--- src/rtl/temp_link_tx.sv ---
// Byte-serial parallel-link transmitter: one 32-bit word goes out as four bytes, MSB first.
// Each byte is framed by one strobe pulse that the receiver samples on its rising edge.
module temp_link_tx #(
   parameter int HALF_CYC  = 4,
   parameter int SETUP_CYC = 1
) (
   input  logic        clock,
   input  logic        reset,
   input  logic        tx_valid,
   input  logic [31:0] tx_data,
   output logic        tx_ready,
   output logic [7:0]  byte_out,
   output logic        strobe,
   output logic        frame,
   output logic        done
);
   localparam int MAXC = (HALF_CYC > SETUP_CYC) ? HALF_CYC : SETUP_CYC;
   localparam int CW   = $clog2(MAXC + 1);
   localparam logic [CW-1:0] HALF_END  = CW'(HALF_CYC - 1);
   localparam logic [CW-1:0] SETUP_END = CW'(SETUP_CYC - 1);

   typedef enum logic [1:0] {IDLE, SETUP, HIGH, LOW} state_t;

   state_t        state;
   logic [CW-1:0] cnt;
   logic [1:0]    idx;
   logic [31:0]   shadow;

   function automatic logic [7:0] pick(input logic [31:0] w, input logic [1:0] i);
      case (i)
         2'd0:    pick = w[31:24];
         2'd1:    pick = w[23:16];
         2'd2:    pick = w[15:8];
         default: pick = w[7:0];
      endcase
   endfunction

   assign tx_ready = (state == IDLE);

   always_ff @(posedge clock or posedge reset) begin
      if (reset) begin
         state    <= IDLE;
         cnt      <= '0;
         idx      <= 2'd0;
         shadow   <= 32'd0;
         byte_out <= 8'd0;
         strobe   <= 1'b0;
         frame    <= 1'b0;
         done     <= 1'b0;
      end else begin
         done <= 1'b0;
         case (state)
            IDLE: if (tx_valid) begin
               shadow   <= tx_data;
               idx      <= 2'd0;
               byte_out <= pick(tx_data, 2'd0);
               frame    <= 1'b1;
               cnt      <= '0;
               state    <= SETUP;
            end
            SETUP: if (cnt == SETUP_END) begin
               cnt    <= '0;
               strobe <= 1'b1;
               state  <= HIGH;
            end else cnt <= cnt + 1'b1;
            HIGH: if (cnt == HALF_END) begin
               cnt    <= '0;
               strobe <= 1'b0;
               state  <= LOW;
            end else cnt <= cnt + 1'b1;
            LOW: if (cnt == HALF_END) begin
               cnt <= '0;
               // Data only moves while strobe is low, so it is stable across setup and high time.
               if (idx == 2'd3) begin
                  frame    <= 1'b0;
                  byte_out <= 8'd0;
                  done     <= 1'b1;
                  state    <= IDLE;
               end else begin
                  idx      <= idx + 2'd1;
                  byte_out <= pick(shadow, idx + 2'd1);
                  state    <= SETUP;
               end
            end else cnt <= cnt + 1'b1;
            default: state <= IDLE;
         endcase
      end
   end
endmodule

--- config.mk ---
export PLATFORM = sky130hd
export DESIGN_NAME = temp_link_tx
export DESIGN_NICKNAME = d
export VERILOG_FILES = /design/src/rtl/temp_link_tx.sv
export SDC_FILE = /design/constraint.sdc
export NUM_CORES = 1
export LEC_CHECK = 0
export BUFFER_PORTS_ARGS = -buffer_cell sky130_fd_sc_hd__clkbuf_2
export CAP_MARGIN = 20
export CORE_MARGIN = 2
export CORE_UTILIZATION = 50
export DETAILED_ROUTE_END_ITERATION = 12
export PLACE_DENSITY = 0.75
export SLEW_MARGIN = 20
export SYNTH_ARGS = -nofsm -noshare
export SYNTH_HDL_FRONTEND = slang
export SYNTH_SLANG_ARGS = --single-unit
--- constraint.sdc ---
create_clock -name clock -period 1.5 [get_ports clock]
set_input_delay 0.375 -clock clock [delete_from_list [all_inputs] [get_ports clock]]
set_output_delay 0.375 -clock clock [all_outputs]
set_load 0.01 [all_outputs]
==> flow_summary.yaml <==
run_status:
  status: "finished with violations"
  failed_checks: "negative setup slack"
grt:
  grt-ovfl-total: 0
  antenna_found_initial: 0
  grt_pass1_wl_mm: 9.06
  grt_pass1_vias: 1957
  gr-usage-all-layers_pct: 21.5
  grt_max_degree: 51
sta:
  period_needed_ps: 1650
  timing.final.ws_setup_ps: -153
  setup_viol: 38
  finClkSkew_ps: 7.12
  final.period_utilization_pct: 110
  worst_pin_slew_ps: 362
  clock.fmax_mhz: 605
  rsz0062_at_grt: "true"
  drv_slew: 0
  relSlewSlack_pct: 75.8
  final-hold-violation-count: 0
  finalSetupTns_ps: -1560
finish:
  drive_gt1_share_pct: 56.2
  final_util_pct: 70.1
  final_cell_area_um2: 3510
  area_delta_synth_final_pct: 37.4
  nets: 345
  diodes: 0
pwr:
  powerDensity_nw_per_um2: 2100
  ir_drop_mv: 1.14
  p_leak_nw: 1.59
synthesis:
  syn-num-nets: 264
  syn_area_um2: 2560
  seq_area_frac_synth_pct: 48.9
  syn-mean-instance-area_um2: 11.9
  synth_top_area_cell: "dfrtp_1"
  yosys-top-cells-count: "dfrtp_1, mux2_2, inv_1"
  synth_warnings: 0
  synthTopCellsByArea: "dfrtp_1, mux2_2, ha_1"
  synth-edff-count: 0
  synth.ff_latch_count: 50
  synth_ff_type: "dfrtp_1"
  synth_most_common_cell: "dfrtp_1"
  synth_cell_type_count: 35
  synth_top_area_share_pct: 48.9
  netlist_instances: 215
  async_flop_share_pct: 100
worst_setup_path:
  required_ps: 1690
  ff2ff_setup_slack_ps: -150
  crit_fanout: 4
  rr_endpoint: "state[1]$_DFFE_PP0P_"
  r2r_cells: 4
  critPathKind: "register to register"
  crit_path_top_delay_cell: "dfrtp_2"
  rr_startpoint: "state[1]$_DFFE_PP0P_"
  cp.arrival_ps: 1850
  cp-end-kind: "register"
  cp_cell_sequence: "ha_4 -> or2_4 -> a221oi_4 -> mux2_4"
  start_kind: "register"
  max_stage_delay_ps: 480
routing:
  num_vias: 1961
  drc: 0
  ant_nets: 0
  drtIter0Drc: 82
  wl_mm: 5.84
  avgRoutedWirePerCell_um: 15.9
  dr.pass1.iters: 5
  viasPerCell: 5.34
floorplanning:
  io_pins: 47
  die-area_um2: 5700
  die_h_um: 75.5
  die_x_um: 75.5
  rows: 26
  core_um2: 5010
  initial_core_util_pct: 51.0
placement:
  numPortBuffers: 46
  place_congestion: 0.776
  hpwlAfterDp_mm: 3.83
  dpl_cell_area_um2: 3100
clocking:
  insertion_delay_ps: 300
  clk_pin_slew_ps: 90
  cts_buffer_depth: 2
  clockRootBuffer: "clkbuf_8"
  cts.htree.levels: 2
  cts_tree: "done"
  cts.sinks: 50
  cts_buffers: 5
run:
  cap_violations: 0
worst_hold_path:
  hold_class: "primary input to async pin"
==> flip-flops by register name, indices dropped and copies added (netlist names) <==
| name | flops |
|---|---|
| frame | 1 |
| done | 1 |
| state | 2 |
| idx | 2 |
| byte_out | 8 |
| shadow | 32 |
| cnt | 3 |
| strobe | 1 |
==> layout by cell type, fill, tap and decap left out, types with 2 or more instances in the layout <==
cell type | netlist | layout
dfrtp_1 | 50 | 48
clkbuf_2 | 1 | 45
buf_4 | 0 | 33
mux2_2 | 32 | 32
inv_1 | 22 | 16
nor2b_1 | 10 | 9
a22oi_1 | 9 | 9
a21oi_1 | 9 | 8
a221o_1 | 8 | 8
ha_4 | 0 | 8
a211oi_2 | 0 | 6
clkbuf_8 | 0 | 6
buf_6 | 1 | 6
nand2_1 | 5 | 5
inv_2 | 0 | 5
a2bb2oi_2 | 0 | 5
ha_1 | 14 | 4
o21ai_1 | 0 | 3
buf_12 | 0 | 3
a2bb2oi_1 | 7 | 2
a211oi_1 | 9 | 2
nor3b_1 | 2 | 2
ha_2 | 0 | 2
dfrtp_2 | 0 | 2
==> cells by family after synthesis <==
kind of cell	after synthesis	share of synthesized area (%)
mux	35	15.3
fa+ha+maj	14	6.85
buf+inv	36	5.97
simple gates	24	5.38
flops	50	48.9
compound gates	56	17.5
==> final cells by class <==
class / instances / area, um2
Tap cell: 70 / 87.6
Fill cell: 398 / 1500
Clock buffer: 7 / 86.3
Clock inverter: 1 / 5.00
Inverter: 22 / 86.3
Multi-Input combinational cell: 129 / 1390
Sequential cell: 50 / 1250
Timing Repair Buffer: 88 / 606
==> power breakdown <==
part,switching (W),internal (W)
combinational,0.00182,0.00232
clock,0.000442,0.000373
sequential,0.000434,0.00200
total,0.00269,0.00469
==> critical path: cells and delay by family, from the launching register on <==
| family | cells | cell delay [ps] |
|---|---|---|
| DFF | 1 | 480 |
| adders and majority gates | 1 | 200 |
| muxes | 1 | 330 |
| AOI/OAI and AO/OA | 1 | 260 |
| and+or+nand+nor | 1 | 260 |
==> worst max-delay path by stage <==
stage / startpoint / end / slack (ps)
finish: state[1]$_DFFE_PP0P_ / state[1]$_DFFE_PP0P_ / -150
CTS: state[1]$_DFFE_PP0P_ / state[1]$_DFFE_PP0P_ / -130
global placement: cnt[0]$_DFFE_PP0P_ / idx[1]$_DFFE_PP0P_ / -100
floorplan: state[0]$_DFFE_PP0P_ / state[1]$_DFFE_PP0P_ / -110
detailed placement: state[1]$_DFFE_PP0P_ / state[1]$_DFFE_PP0P_ / -160
global route: state[0]$_DFFE_PP0P_ / byte_out[7]$_DFFE_PP0P_ / -200
==> per-layer routing <==
| metal | track usage, % | vias to the layer above | wire length, um |
|---|---|---|---|
| li1 | - | 933 | - |
| met1 | 26.2 | 965 | 2380 |
| met2 | 37.7 | 53 | 3120 |
| met3 | 4.37 | 10 | 257 |
| met4 | 7.60 | 0 | 78 |
| met5 | 0 | - | 0 |
==> per-stage QoR <==
step	power (W)	worst slack (ps)	hold slack (ps)	std cells
3_3_place_gp	0.00553	-104	448	349
6_report	0.00738	-153	100	367
4_1_cts	0.00688	-129	118	361
2_1_floorplan	0.00449	-107	417	215
5_1_grt	0.00785	-196	122	367
3_5_place_dp	0.00564	-160	451	349
==> what timing repair did <==
action | in CTS | in global routing
buffers inserted | 4 | 5
pin swaps | 16 | 7
setup endpoints to repair | 27 | 49
gates resized for setup | 26 | 30
hold buffers | 0 | 0
cloned | 0 | 1
hold endpoints to repair | 0 | 0
Power figures use the tool's default switching activity.
